--- src/rtl/memory_write_ctrl.sv ---
// Write-side linked-list controller: chains ingress beats into free blocks and emits one descriptor per packet.
// Optional build macro MEM_WRITE_CTRL_STATS_EN adds packet/block statistics outputs.
module memory_write_ctrl #(
  parameter int BLOCK_BITS = 512,
  parameter int ADDR_W     = 12,
  parameter int PAYLOAD_W  = BLOCK_BITS - 16
) (
  input  logic                  clk,
  input  logic                  rst_n,
  input  logic                  in_valid_i,
  output logic                  in_ready_o,
  input  logic [PAYLOAD_W-1:0]  in_data_i,
  input  logic                  in_last_i,
  input  logic                  fl_valid_i,
  input  logic [ADDR_W-1:0]     fl_idx_i,
  output logic                  fl_pop_o,
  output logic                  mem_we_o,
  output logic [ADDR_W-1:0]     mem_waddr_o,
  output logic [BLOCK_BITS-1:0] mem_wdata_o,
  output logic                  desc_valid_o,
  input  logic                  desc_ready_i,
  output logic [ADDR_W-1:0]     desc_addr_o,
  output logic [ADDR_W:0]       desc_nblocks_o
`ifdef MEM_WRITE_CTRL_STATS_EN
  ,
  output logic [31:0]           stat_pkts_o,
  output logic [31:0]           stat_blocks_o
`endif
);

  typedef enum logic [1:0] {
    ALLOC,
    STREAM,
    DESC
  } state_e;

  state_e            state_q, state_d;
  logic [ADDR_W-1:0] head_q;
  logic [ADDR_W-1:0] cur_q;
  logic [ADDR_W:0]   cnt_q;
  logic              beat_acc;
  logic              desc_fire;
  logic [15:0]       footer;

  // A non-last beat needs a successor index in hand; gated by rst_n so the
  // combinational outputs also read zero while reset is held.
  assign in_ready_o   = rst_n & (state_q == STREAM) & (in_last_i | fl_valid_i);
  assign beat_acc     = in_valid_i & in_ready_o;
  assign desc_valid_o = (state_q == DESC);
  assign desc_fire    = desc_valid_o & desc_ready_i;

  // Footer: [15:4] next index, [3] eop, [2:0] reserved zero.
  assign footer = in_last_i ? {{ADDR_W{1'b0}}, 4'b1000} : {fl_idx_i, 4'b0000};

  always_comb begin
    // NOTE: defaults first so every path assigns every output; no latch can be inferred.
    state_d  = state_q;
    fl_pop_o = 1'b0;
    unique case (state_q)
      ALLOC: begin
        if (fl_valid_i) begin
          fl_pop_o = rst_n;
          state_d  = STREAM;
        end
      end
      STREAM: begin
        fl_pop_o = beat_acc & ~in_last_i;
        if (beat_acc && in_last_i) state_d = DESC;
      end
      DESC: begin
        if (desc_ready_i) state_d = ALLOC;
      end
      default: state_d = ALLOC;
    endcase
  end

  always_ff @(posedge clk or negedge rst_n) begin
    if (!rst_n) begin
      state_q        <= ALLOC;
      head_q         <= '0;
      cur_q          <= '0;
      cnt_q          <= '0;
      mem_we_o       <= 1'b0;
      mem_waddr_o    <= '0;
      // NOTE: the wide write-data register is reset only because the output must read zero out of reset.
      mem_wdata_o    <= '0;
      desc_addr_o    <= '0;
      desc_nblocks_o <= '0;
    end else begin
      // NOTE: non-blocking everywhere here so every register samples pre-edge values.
      state_q  <= state_d;
      mem_we_o <= beat_acc;
      if (state_q == ALLOC && fl_valid_i) begin
        head_q <= fl_idx_i;
        cur_q  <= fl_idx_i;
        cnt_q  <= '0;
      end
      if (beat_acc) begin
        mem_waddr_o <= cur_q;
        mem_wdata_o <= {in_data_i, footer};
        if (in_last_i) begin
          desc_addr_o    <= head_q;
          desc_nblocks_o <= cnt_q + 1'b1;
        end else begin
          cur_q <= fl_idx_i;
          cnt_q <= cnt_q + 1'b1;
        end
      end
    end
  end

`ifdef MEM_WRITE_CTRL_STATS_EN
  // Blocks are counted on acceptance, so the count moves with the mem_we_o it produces.
  always_ff @(posedge clk or negedge rst_n) begin
    if (!rst_n) begin
      stat_pkts_o   <= '0;
      stat_blocks_o <= '0;
    end else begin
      if (desc_fire) stat_pkts_o   <= stat_pkts_o + 32'd1;
      if (beat_acc)  stat_blocks_o <= stat_blocks_o + 32'd1;
    end
  end
`endif

endmodule
--- config.mk ---
export PLATFORM = sky130hd
export DESIGN_NAME = memory_write_ctrl
export DESIGN_NICKNAME = d
export VERILOG_FILES = /design/src/rtl/memory_write_ctrl.sv
export SDC_FILE = /design/constraint.sdc
export NUM_CORES = 1
export LEC_CHECK = 0
export BUFFER_PORTS_ARGS = -buffer_cell sky130_fd_sc_hd__buf_2
export CORE_AREA = 2 2 421 423
export CTS_CLUSTER_SIZE = 14
export DETAILED_ROUTE_END_ITERATION = 10
export DIE_AREA = 0 0 423 425
export GPL_TIMING_DRIVEN = 0
export PLACE_DENSITY = 0.31
export RECOVER_POWER = 100
export SYNTH_ARGS = -nofsm -noshare
export SYNTH_HDL_FRONTEND = slang
export SYNTH_SLANG_ARGS = --single-unit
export TNS_END_PERCENT = 100
--- constraint.sdc ---
create_clock -name clk -period 1.6 [get_ports clk]
set_input_delay 0.24 -clock clk [delete_from_list [all_inputs] [get_ports clk]]
set_output_delay 0.24 -clock clk [all_outputs]
set_load 0.01 [all_outputs]
# [After elaboration in Yosys (flattened, before gate mapping)]
# Cells that the tools add are included.
[word_totals] regBits=589 input_bits=514 output_inout_bits=553 word_cells=39
[op_classes] add_sub_neg=1 eq_ne=5 n_mux=13 n_bitwise=6 reduce_logical=5
[op_table] operator="2-to-1 mux 13 bit" count=3
[op_table] operator="2-to-1 mux 12 bit" count=3
[op_table] operator="2-to-1 mux 16 bit" count=1
[op_table] operator="adder 13 x 1 -> 13 bit (second input constant)" count=1
[op_table] operator="2-to-1 mux 2 bit" count=3
[op_table] operator="one-hot mux 2 bit (3 select lines)" count=1
[op_table] operator="AND 1 bit" count=4
[op_table] operator="!= test 2 x 1 -> 1 bit (second input constant)" count=2
[op_table] operator="AND reduction 3 bit" count=1
[op_table] operator="equality test 2 x 1 -> 1 bit (second input constant)" count=1
[op_table] operator="equality test 2 bit (second input constant)" count=1
[op_table] operator="logical AND 1 bit" count=2
[op_table] operator="logical NOT 2 bit" count=1
[op_table] operator="!= test 2 bit (second input constant)" count=1
[op_table] operator="one-hot mux 1 bit (2 select lines)" count=1
[op_table] operator="AND reduction 2 bit" count=1
[op_table] operator="2-to-1 mux 1 bit" count=1
[op_table] operator="NOT 1 bit" count=1
[op_table] operator="bitwise OR 1 bit" count=1

# [Depth between registers and ports, before layout]
[logic_depth] word_depth=7 mapped_depth=8 ltp_nobuf=5

# [Worst setup path after synthesis]
# No wires, ideal clock.
[synth_path] path_kind="flip-flop to output port" startpoint="register state_q[1]" endpoint="output fl_pop_o" arrival_time_ps=1414 t_required_ps=1360 path_slack_ps=-54 stages_incl_launch_ff=6 n_path_buf=2 path_cell_list="dfrtp_1 > nand2b_1 > or2_2 > buf_2 > buf_2 > o21ai_0"
[synth_via] elab_chain_cells=6 word_cells_on_any_way=7 cone_classes="eq/ne (1); mux (1); bitwise (4); reduce/logical (1)"
[synth_lines] element="start: declaration" line="37" text="state_e state_q, state_d;"
[synth_lines] element="start signal: assignment" line="91" text="state_q <= state_d;"
[synth_lines] element="equality test 2 x 1 -> 1 bit" line="47, 59"
[synth_lines] element="AND 1 bit (2 in series)" line="47" text="assign in_ready_o = rst_n & (state_q == STREAM) & (in_last_i | fl_valid_i);"
[synth_lines] element="AND 1 bit" line="48" text="assign beat_acc = in_valid_i & in_ready_o;"
[synth_lines] element="AND 1 bit" line="67" text="fl_pop_o = beat_acc & ~in_last_i;"
[synth_lines] element="one-hot mux 1 bit (2 select lines) (*)" line="59" text="unique case (state_q)"
[synth_lines] element="end: declaration" line="16" text="output logic fl_pop_o,"
# Mark *: on every way between the ends. The rest lies on a longest branch, timed or not.

# [Final worst setup path]
# Ends and elaborated chain as after synthesis.

==> summary.txt <==
Outcome
  – Status: finished with violations
  – Violated checks: negative hold slack, negative setup slack

Setup path
  – Capturing point of the worst reg2reg path: mem_wdata_o[314]
  – Crit path DAT: 1920 ps
  – Slowest stage delay, CP: 380 ps
  – RR Startpoint: state_q[1]
  – Setup crit end kind: primary output
  – Required time worst endpoint: 1360 ps
  – CP max stage cell: dfrtp_1
  – Worst Setup EP: fl_pop_o
  – Worst reg2reg path depth: 11
  – Critical path launch point type: register
  – Worst-path cell chain: nand4b_1 -> or2_4 -> clkbuf_16 -> o21ai_2 -> buf_6
  – CP Max Fanout: 3
  – Reg2reg setup slack: -550 ps
  – Crit. Startpoint: state_q[1]
  – CP Class: reg -> out

Detailed routing
  – Routed WL: 135000 um
  – Post-DR vias/cell: 3.50
  – TritonRoute pass-1 iters: 5
  – Final ANT Viol Nets: 0
  – Initial DRC Count: 1047
  – DRC viols: 0
  – WL/cell: 20.4 um
  – Routed vias: 23200

CTS
  – Later-pin clock latency in the skew report: 700 ps
  – Clock sinks: 586
  – Max Root-Sink Buffers: 3
  – Reg clk slew, reported paths: 60 ps
  – Root buf cell: clkbuf_16
  – TritonCTS clock tree: done
  – H-tree depth: 3
  – CTS Buf Count: 79

STA
  – Setup TNS: -243020 ps
  – Period utilisation layout: 1.35
  – Max_slew headroom: 0.0496
  – Fmax: 463 MHz
  – Final worst setup slack: -562 ps
  – RSZ-0062 raised after global routing: true
  – Max-slew violations: 0
  – Final Hold Viols: 138
  – Hold_ws: -546 ps
  – Fin crit period: 2160 ps
  – Worst-Margin Slew: 1430 ps
  – Worst Clk Skew: 19.9 ps
  – # setup viols final: 577

Yosys
  – Yosys warnings: 0
  – Register bit total from synthesis: 586
  – EDFF count, synth: 0
  – Most common cell in the netlist: nand2_1
  – Syn Std Cell Area: 22500 sq um
  – Synth area leader: dfrtp_1
  – Top cell type's share of synthesized area: 0.652
  – Avg Cell Area, Syn: 9.25 sq um
  – Commonest register cell after synthesis: dfrtp_1
  – Asr flop ratio synth: 1.00
  – Area contributors post-synth: dfrtp_1, nand2_1, buf_2
  – Post-Syn Instances: 2431
  – Synth unique cells: 42
  – Top cells by count, synth: nand2_1, dfrtp_1, buf_2
  – Register area share after synthesis: 0.652

Die
  – Starting Density: 0.128
  – Die Span X: 423 um
  – Die Height: 425 um
  – Row count: 154
  – Core area: 175000 sq um
  – I/O Pins: 1067
  – DIE AREA: 180000 sq um

Placed design
  – Dpl cell area: 30900 sq um
  – Placed Cells incl. Taps: 5842
  – Detail Placement HPWL: 96400 um
  – Placer Congestion: 0.833
  – Port buffer count: 1063

Pwr
  – Final Total Pwr: 58.8 mW
  – P_leak: 23.7 nW
  – Peak supply drop: 0.704 mV
  – PD cells: 1300 nW/um^2

Job
  – MaxCap Viol Count: 0

Finish
  – Share of layout cells above drive strength 1: 0.462
  – Final core utilization: 0.257
  – Area Overhead vs Synth: 101%
  – Cell Count, Final, Fillers Out: 6633
  – Fillers: 19100
  – Final nets: 4747
  – Design area: 45100 sq um

Global routing
  – Vias in the first global route: 24300
  – Global-route usage over all layers: 0.143
  – Initial antenna violation count: 3
  – Largest net degree at the start of global routing: 102
  – First-pass GRT wire length: 184000 um
  – GRT overflow: 0

Hold path
  – Hold Path Class: in -> async
==> worst min path at each step <==
stage | startpoint | end | cells after the start
2_1_floorplan | rst_n | cnt_q[0] | 0
5_1_grt | rst_n | mem_wdata_o[9] | 2
3_3_place_gp | in_data_i[172] | mem_wdata_o[188] | 3
3_5_place_dp | rst_n | mem_wdata_o[3] | 1
6_report | rst_n | mem_wdata_o[3] | 2
4_1_cts | rst_n | mem_wdata_o[9] | 1
==> logic make-up after synthesis <==
group                    share of synthesized area
XOR/XNOR                                   0.00429
AND/OR/NAND/NOR                              0.275
other                                     0.000167
AO/OA/AOI/OAI                              0.00946
adder cells (fa/ha/maj)                   0.000556
multiplexers                                0.0194
buffers and inverters                       0.0388
flip-flops                                   0.652
==> metal layers <==
layer | GRT usage | wire length (um) | vias up
met1 | 0.173 | 55400 | 11300
met3 | 0.0384 | 8080 | 156
met5 | 0 | 0 | -
met4 | 0.0497 | 4010 | 0
met2 | 0.244 | 67600 | 689
li1 | - | - | 11100
==> cell usage in the layout (no fill, tap or decap), drive strengths merged, types with 3 or more instances in the layout <==
master and n:
or2 4, nand2b 6, nand4 3, dfrtp 586, conb 3, diode 5
nand2 1569, and3 4, buf 1305, mux2 37, a21oi 4, dlygate4sd3 512
clkinv 14, nor2 5, a31oi 3, inv 8, clkbuf 143, xnor2 9
bufinv 9, o21ai 22, a22o 3, nand3 13
==> cell type report <==
type                            count  area (sq um)  area share
Sequential cell                   586         14700       0.325
Timing Repair Buffer             1726         13600       0.302
Multi-Input combinational cell   1709          9100       0.202
Tap cell                         2340          2930      0.0649
Clock buffer                      111          2350      0.0521
Buffer                            124          1950      0.0433
Clock inverter                     26           425     0.00943
Inverter                            6          38.8    0.000860
Antenna cell                        5          12.5    0.000277
==> repair_timing <==
action	4_1_cts	5_1_grt
gates cloned	51	25
endpoints found under the setup margin	633	611
gates resized for setup	511	609
hold buffers	511	3
setup buffers	54	32
endpoints found under the hold margin	751	214
pin swaps	197	248
==> critical path: cells and delay by family (launching register included) <==
family | cells | cell delay (ps)
AND/OR/NAND/NOR | 2 | 520
buffers and inverters | 2 | 280
AO/OA/AOI/OAI | 1 | 50
flip-flops | 1 | 380
==> per-stage QoR <==
step	setup slack, ps	hold slack, ps
2_1_floorplan	27.0	-55.6
3_3_place_gp	-14580	429
3_5_place_dp	-2320	99.2
4_1_cts	-652	-721
5_1_grt	-680	-604
6_report	-562	-546
==> sequential cells by signal (all words and copies together), names as in the netlist <==
| signal | cells |
|---|---|
| cnt_q | 13 |
| cur_q | 12 |
| desc_addr_o | 12 |
| desc_nblocks_o | 13 |
| head_q | 12 |
| mem_waddr_o | 12 |
| mem_wdata_o | 509 |
| mem_we_o | 1 |
| state_q | 2 |
==> report_power, final <==
group          internal [mW]  switching, mW  leakage [nW]
combinational           7.74           10.2          15.0
clock                   11.7           7.65          1.37
sequential              19.0           2.51          7.33
Power figures use the tool's default switching activity.
